$ cat src/rtl/counters_pkg.sv
// Shared constants and helpers for the counter lab input conditioning.
// Debounce defaults target a 100 MHz board clock; SIM_DEBOUNCE_CYCLES keeps simulations short.
package counters_pkg;

  localparam int DEFAULT_DEBOUNCE_CYCLES = 1_000_000;
  localparam int SIM_DEBOUNCE_CYCLES     = 4;
  localparam int DEFAULT_SYNC_STAGES     = 2;

  typedef enum logic [1:0] {
    EDGE_NONE = 2'b00,
    EDGE_RISE = 2'b01,
    EDGE_FALL = 2'b10
  } edge_e;

  // Direction of an accepted level change, given the newly accepted level.
  function automatic edge_e accept_edge(input logic new_level);
    if (new_level) begin
      return EDGE_RISE;
    end else begin
      return EDGE_FALL;
    end
  endfunction

endpackage

$ cat src/rtl/debounce_channel.sv
// One switch channel: synchronizer chain, stability counter, clean level and edge pulses.
// A new level is accepted only after it has held for DEBOUNCE_CYCLES consecutive cycles.
module debounce_channel
  import counters_pkg::*;
#(
  parameter int SYNC_STAGES     = DEFAULT_SYNC_STAGES,
  parameter int DEBOUNCE_CYCLES = DEFAULT_DEBOUNCE_CYCLES
) (
  input  logic clk,
  input  logic rst,
  input  logic sw_async,
  output logic clean,
  output logic rise,
  output logic fall
);

  localparam int              CNT_W    = $clog2(DEBOUNCE_CYCLES);
  localparam logic [CNT_W-1:0] CNT_LAST = CNT_W'(DEBOUNCE_CYCLES - 1);
  localparam logic [CNT_W-1:0] CNT_ONE  = CNT_W'(1);
  localparam logic [CNT_W-1:0] CNT_ZERO = CNT_W'(0);

  logic [SYNC_STAGES-1:0] sync_r;
  logic                   s_s;
  logic [CNT_W-1:0]       cnt_r;
  logic [CNT_W-1:0]       cnt_nxt_s;
  logic                   clean_r;
  logic                   clean_nxt_s;
  logic                   rise_r;
  logic                   rise_nxt_s;
  logic                   fall_r;
  logic                   fall_nxt_s;

  // Synchronizer chain; the oldest stage is the only one the debouncer looks at.
  always_ff @(posedge clk) begin
    if (rst) begin
      sync_r <= {SYNC_STAGES{1'b0}};
    end else begin
      sync_r <= {sync_r[SYNC_STAGES-2:0], sw_async};
    end
  end

  assign s_s = sync_r[SYNC_STAGES-1];

  // Stability count and acceptance decision; the count can never pass CNT_LAST.
  always_comb begin
    cnt_nxt_s   = cnt_r;
    clean_nxt_s = clean_r;
    rise_nxt_s  = 1'b0;
    fall_nxt_s  = 1'b0;
    if (s_s == clean_r) begin
      cnt_nxt_s = CNT_ZERO;
    end else if (cnt_r == CNT_LAST) begin
      cnt_nxt_s   = CNT_ZERO;
      clean_nxt_s = s_s;
      case (accept_edge(s_s))
        EDGE_RISE: rise_nxt_s = 1'b1;
        EDGE_FALL: fall_nxt_s = 1'b1;
        default: begin
          rise_nxt_s = 1'b0;
          fall_nxt_s = 1'b0;
        end
      endcase
    end else begin
      cnt_nxt_s = cnt_r + CNT_ONE;
    end
  end

  // Debouncer state and registered outputs; reset discards any count in progress.
  always_ff @(posedge clk) begin
    if (rst) begin
      cnt_r   <= CNT_ZERO;
      clean_r <= 1'b0;
      rise_r  <= 1'b0;
      fall_r  <= 1'b0;
    end else begin
      cnt_r   <= cnt_nxt_s;
      clean_r <= clean_nxt_s;
      rise_r  <= rise_nxt_s;
      fall_r  <= fall_nxt_s;
    end
  end

  assign clean = clean_r;
  assign rise  = rise_r;
  assign fall  = fall_r;

  debounce_channel_chk u_chk (
    .clk   (clk),
    .rst   (rst),
    .clean (clean_r),
    .rise  (rise_r),
    .fall  (fall_r)
  );

endmodule

$ cat src/rtl/debounce_channel_chk.sv
// Property checker for one debounced channel: pulses agree with the clean level.
module debounce_channel_chk (
  input logic clk,
  input logic rst,
  input logic clean,
  input logic rise,
  input logic fall
);

  a_rise_fall_exclusive: assert property (@(posedge clk) disable iff (rst) !(rise && fall));

  a_rise_matches_level: assert property (@(posedge clk) disable iff (rst) rise |-> clean);

  a_fall_matches_level: assert property (@(posedge clk) disable iff (rst) fall |-> !clean);

  // An acceptance always restarts the stability count, so pulses never repeat back to back.
  a_rise_single_cycle: assert property (@(posedge clk) disable iff (rst) rise |=> !rise);

  a_fall_single_cycle: assert property (@(posedge clk) disable iff (rst) fall |=> !fall);

endmodule

$ cat src/rtl/sw_debounce_pulse.sv
// Debounces the lab slide switches into clean levels plus single-cycle edge pulses.
// Each switch is handled by an independent debounce_channel.
module sw_debounce_pulse
  import counters_pkg::*;
#(
  parameter int N_SW            = 3,
  parameter int SYNC_STAGES     = DEFAULT_SYNC_STAGES,
  parameter int DEBOUNCE_CYCLES = DEFAULT_DEBOUNCE_CYCLES
) (
  input  logic            CLK100MHZ,
  input  logic            RST,
  input  logic [N_SW-1:0] SW,
  output logic [N_SW-1:0] SW_CLEAN,
  output logic [N_SW-1:0] SW_RISE,
  output logic [N_SW-1:0] SW_FALL
);

  for (genvar i = 0; i < N_SW; i++) begin : g_ch
    debounce_channel #(
      .SYNC_STAGES     (SYNC_STAGES),
      .DEBOUNCE_CYCLES (DEBOUNCE_CYCLES)
    ) u_ch (
      .clk      (CLK100MHZ),
      .rst      (RST),
      .sw_async (SW[i]),
      .clean    (SW_CLEAN[i]),
      .rise     (SW_RISE[i]),
      .fall     (SW_FALL[i])
    );
  end

endmodule

$ cat config.mk
export PLATFORM = sky130hd
export DESIGN_NAME = sw_debounce_pulse
export DESIGN_NICKNAME = d
export VERILOG_FILES = /design/src/rtl/counters_pkg.sv /design/src/rtl/debounce_channel.sv /design/src/rtl/debounce_channel_chk.sv /design/src/rtl/sw_debounce_pulse.sv
export SDC_FILE = /design/constraint.sdc
export NUM_CORES = 1
export LEC_CHECK = 0
export BUFFER_PORTS_ARGS = -buffer_cell sky130_fd_sc_hd__buf_2
export CAP_MARGIN = 20
export CELL_PAD_IN_SITES_DETAIL_PLACEMENT = 1
export CELL_PAD_IN_SITES_GLOBAL_PLACEMENT = 2
export CORE_ASPECT_RATIO = 0.75
export CORE_MARGIN = 2
export CORE_UTILIZATION = 41
export CTS_CLUSTER_DIAMETER = 60
export CTS_CLUSTER_SIZE = 16
export DETAILED_ROUTE_END_ITERATION = 10
export PLACE_DENSITY = 0.85
export SETUP_SLACK_MARGIN = 0.05
export SLEW_MARGIN = 20
export SYNTH_ARGS = -nofsm -noshare
export SYNTH_HDL_FRONTEND = slang
export SYNTH_HIERARCHICAL = 1
export SYNTH_SLANG_ARGS = --single-unit
$ cat constraint.sdc
create_clock -name CLK100MHZ -period 4.7 [get_ports CLK100MHZ]
set_input_delay 0.94 -clock CLK100MHZ [delete_from_list [all_inputs] [get_ports CLK100MHZ]]
set_output_delay 0.94 -clock CLK100MHZ [all_outputs]
set_load 0.01 [all_outputs]
# [Yosys cells after proc, flatten, opt, wreduce, memory -nomap -nowiden]
# Cells that the tools add are included.
[word_totals] register_bits=75 input_bits=5 out_inout_bits=9 elab_cells=60
[classes] addsub=3 n_eq_ne=12 mux=15 bitwise=6 reduce_logical=9
[ops] op="adder 20 x 1 -> 20 bit, second input constant" n=3
[ops] op="equality test 20 bit, second input constant" n=3
[ops] op="two-way mux 2 bit" n=9
[ops] op="OR reduction 3 bit" n=6
[ops] op="equality test 2 x 1 -> 1 bit, second input constant" n=3
[ops] op="equality test 2 bit, second input constant" n=3
[ops] op="two-way mux 1 bit" n=6
[ops] op="inverter 1 bit" n=6
[ops] op="AND reduction 2 bit" n=3
[ops] op="equality test 1 bit" n=3

# [Depth between registers and ports, before layout]
[logic_depth] word_depth=5 ltp_mapped=6 depth_no_buf=5

# [Hierarchy]
# The synthesis kept the hierarchy.
[by_module_without_submodules] module="debounce_channel" instances=3 cells_each=117 area_per_inst_um2=1071.0 seq_area_each_um2=500.5

# [Worst setup path after synthesis]
# No wires, ideal clock.
[synth_path] path_kind="register to register" startpoint="reg g_ch[0].u_ch.cnt_r[0]" endpoint="reg g_ch[0].u_ch.cnt_r[12]" setup_time_ns=0.115 arrival_time_ns=1.640 t_required_ns=4.585 path_slack_ns=2.945 stages_incl_launch_ff=7 n_path_buf=1 period_less_slack_ns=1.755 path_cell_list="dfxtp_1 > ha_1 > nand2_1 > or4_4 > o21ai_4 > buf_6 > nor2_1"
[synth_via] elab_chain_len=2 elab_cells_between_ends=3 cone_classes="1 x add/sub; 1 x eq/ne; 1 x reduce/logical"
[synth_lines] element="start: declaration" line_no="debounce_channel.sv:24" rtl="logic [CNT_W-1:0] cnt_r;"
[synth_lines] element="start signal: assignment" line_no="debounce_channel.sv:76" rtl="cnt_r <= cnt_nxt_s;"
[synth_lines] element="parallel branches: the longest is 2 deep, another holds adder 20 x 1 -> 20 bit"
# Parallel ways; which one is timed is not known.
# A chain may end at the register's enable or synchronous reset.

# [Worst setup path after layout]
# Ends and elaborated chain as after synthesis.

==> summary.txt <==
Drt
  – DR iter-0 viols: 77
  – Detailed Routing Iterations Pass 1: 4
  – Drt drc: 0
  – Post-Route WL: 6.738 mm
  – Post-route ant nets: 0
  – Vias per cell: 5.326
  – WL/cell: 14.19 um
  – Via count: 2,530

Synthesis
  – Synthesized area: 3213 um^2
  – Post-Synth XOR/XNOR Area: 0.09813
  – Post-synthesis mux area share: 0
  – Total number of yosys warnings: 6
  – Register area share after synthesis: 0.4673
  – Syn_area_per_cell: 9.154 um^2
  – Post-Synth Simple-Gate Area: 0.3061
  – Share of the synthesized area in the top cell type: 0.4673
  – Net Count, Synth: 359
  – Post-synth cell types: 30
  – Post-synthesis compound-gate area fraction: 0.09463
  – Synth area leader: dfxtp_1
  – Mapped Cells: 351
  – Synth Register Bits: 75
  – Post-Synth Adder-Cell Area: 0.01168
  – Synth area leaders: dfxtp_1, xnor2_1, nor2_1, xor2_1, a21oi_1
  – Largest family of logic cells by synthesized area: simple AND/OR/NAND/NOR gates

Clocking
  – CTS Buffer Depth: 2
  – CTS Buf Count: 9
  – CTS sink count: 75
  – Root Driver: clkbuf_8
  – CTS tree: yes
  – Post-CTS sizing: 0
  – Clk Latency, worst-skew pair: 0.35 ns
  – Post-CTS Repair Setup Buffers: 0
  – CTS H-tree lvls: 3
  – Post-CTS Hold Fix Bufs: 0
  – Clock slew at reported path FFs: 0.07 ns

Timing
  – Fin. max-slew vios: 0
  – Final Setup Violations: 0
  – Setup Skew: 0.005432 ns
  – RSZ-0062 raised after global routing: no
  – Slew at the pin with the worst max-slew slack: 0.5642 ns
  – Fmax: 491.5 MHz
  – Slew margin rel.: 0.6185
  – Fin Setup TNS: 0 ns
  – WHS: 0.4428 ns
  – Final min period: 2.035 ns
  – Final Hold Violating Endpoints: 0
  – Tcrit/Tclk final: 0.4329

Setup path
  – Flop2flop setup slack: 2.67 ns
  – Max FO, Critical Path: 18
  – Crit path largest cell delay: 0.60 ns
  – Delay-heaviest family, CP: simple AND/OR/NAND/NOR gates
  – Critical path's slowest cell: or4_4
  – WP data arrival: 2.25 ns
  – Crit path buffers/inverters: 0
  – Cell depth of the worst flop-to-flop path: 5
  – Required @ worst endpoint: 4.92 ns
  – Startpoint types: register
  – Worst setup path category: reg2reg
  – CP endpoint kind: register
  – Critical Path, Cell by Cell: ha_1 > nand2_1 > or4_4 > o21ai_4 > nor2_1
  – Crit path depth: 5
  – Reg-to-reg endpoint: g_ch[0].u_ch/cnt_r[12]
  – Crit Reg-Reg Startpoint: g_ch[0].u_ch/cnt_r[0]

Placed design
  – GP Congestion: 0.7805
  – Placed Cells incl. Taps: 459
  – IO Port Bufs: 13
  – HPWL Detailed: 4.792 mm

Final layout
  – Most frequent cells in the layout: dfxtp_1, nor2_1, nand3_1, a21oi_1, xnor2_1
  – Share of layout cells above drive strength 1: 0.1016
  – Fin cells: 475
  – Most common cell after layout, fill and taps aside: dfxtp_1
  – Antenna cells: 0
  – NumNets Final: 377
  – Syn-to-layout area delta: 10.86%

Floorplan
  – Core area: 7466 um^2
  – Die X-Extent: 106.2 um
  – Num rows: 27
  – Die Area: 8568 um^2
  – I/O pins: 14
  – Initial Util: 0.4304
  – Die Y-Extent: 80.67 um

Worst hold path
  – Worst Hold Path EP: g_ch[2].u_ch/cnt_r[0]
  – Hold Crit Start: g_ch[2].u_ch/cnt_r[0]
  – HP Class: reg2reg
  – Hold Path Stages: 1

GRT
  – Pin count of the biggest net entering global routing: 22
  – Total track usage: 0.1763
  – Total grt overflow: 0
  – Vias in the first global route: 2,559
  – Initial antenna violation count: 0
  – First-pass GRT wire length: 11.82 mm

Pwr
  – Leakage: 0.001094 uW
  – PD cells: 326.5 nW/um^2
  – Worst-case vdd ir drop: 0.1554 mV

Status
  – Status: completed

Job
  – Max Cap Viol: 0
==> per-layer routing <==
layer  routed length (um)  part of all wire  GRT usage  up-vias
met3                  203             0.030    0.05844        8
met5                    0                 0          0        -
met4                   95             0.014    0.05921        0
met1                 3498              0.52     0.2265     1209
met2                 2940              0.44     0.2788       22
li1                     -                 -          -     1291
==> cell type report <==
cell class | instances | area, um^2
inverters | 6 | 22.52
multi-input cells | 264 | 1640
fillers | 901 | 3904
repair buffers | 13 | 65.06
flip-flops and latches | 75 | 1501
well taps | 101 | 126.4
clock buffers | 15 | 176.4
clock inverters | 1 | 30.03
==> metrics by stage <==
step	utilization	setup WS (ns)	instance area, um^2	total power, uW
2_1_floorplan	-	2.945	3213	663.2
3_3_place_gp	0.4495	2.676	3356	668.7
3_5_place_dp	0.4495	2.663	3356	669.0
4_1_cts	0.4771	2.644	3562	1185
5_1_grt	0.4771	2.498	3562	1210
6_report	0.4771	2.665	3562	1163
==> power by group <==
group,switching (uW),internal (uW)
registers,2.08,638
clock network,219,290
logic,9.10,4.52
==> kinds of logic after synthesis <==
logic type,count (synthesis)
fa+ha+maj,3
buf+inv,12
xor+xnor,36
compound gates,51
simple gates,174
flops,75
==> registers in the layout (all words and copies together), names as in the netlist <==
register / cells
g_ch.u_ch/fall: 3
g_ch.u_ch/clean: 3
g_ch.u_ch/sync_r: 6
g_ch.u_ch/cnt_r: 60
g_ch.u_ch/rise: 3
==> worst max-delay path by stage <==
stage	startpoint	end	slack, ns
2_1_floorplan	g_ch[0].u_ch/cnt_r[0]	g_ch[0].u_ch/cnt_r[12]	2.94
5_1_grt	g_ch[0].u_ch/cnt_r[0]	g_ch[0].u_ch/cnt_r[12]	2.50
3_3_place_gp	g_ch[0].u_ch/cnt_r[0]	g_ch[0].u_ch/cnt_r[9]	2.68
3_5_place_dp	g_ch[0].u_ch/cnt_r[0]	g_ch[0].u_ch/cnt_r[3]	2.66
4_1_cts	g_ch[0].u_ch/cnt_r[0]	g_ch[0].u_ch/cnt_r[12]	2.64
6_report	g_ch[0].u_ch/cnt_r[0]	g_ch[0].u_ch/cnt_r[12]	2.67
==> synth_stat cells <==
master    number
or4_1          6
nand3_1       24
o31ai_1        6
dfxtp_1       75
and4_1         3
nor3b_1        3
nor4_1         6
o21ai_0       18
or2_2          3
xnor2_1       21
nand4b_1       3
nor2b_1        6
xor2_1        15
or4_4          3
nand2_1       18
buf_2          3
or3_2          3
nor3_1         6
buf_6          3
or3b_1         3
o21ai_4        3
or3_1         12
ha_1           3
and3_1        12
nor2_1        39
and2_1         6
inv_1          6
a21oi_1       24
nor4b_1        9
nand4_1        9
Note: power is estimated with default switching activity, not from simulation.
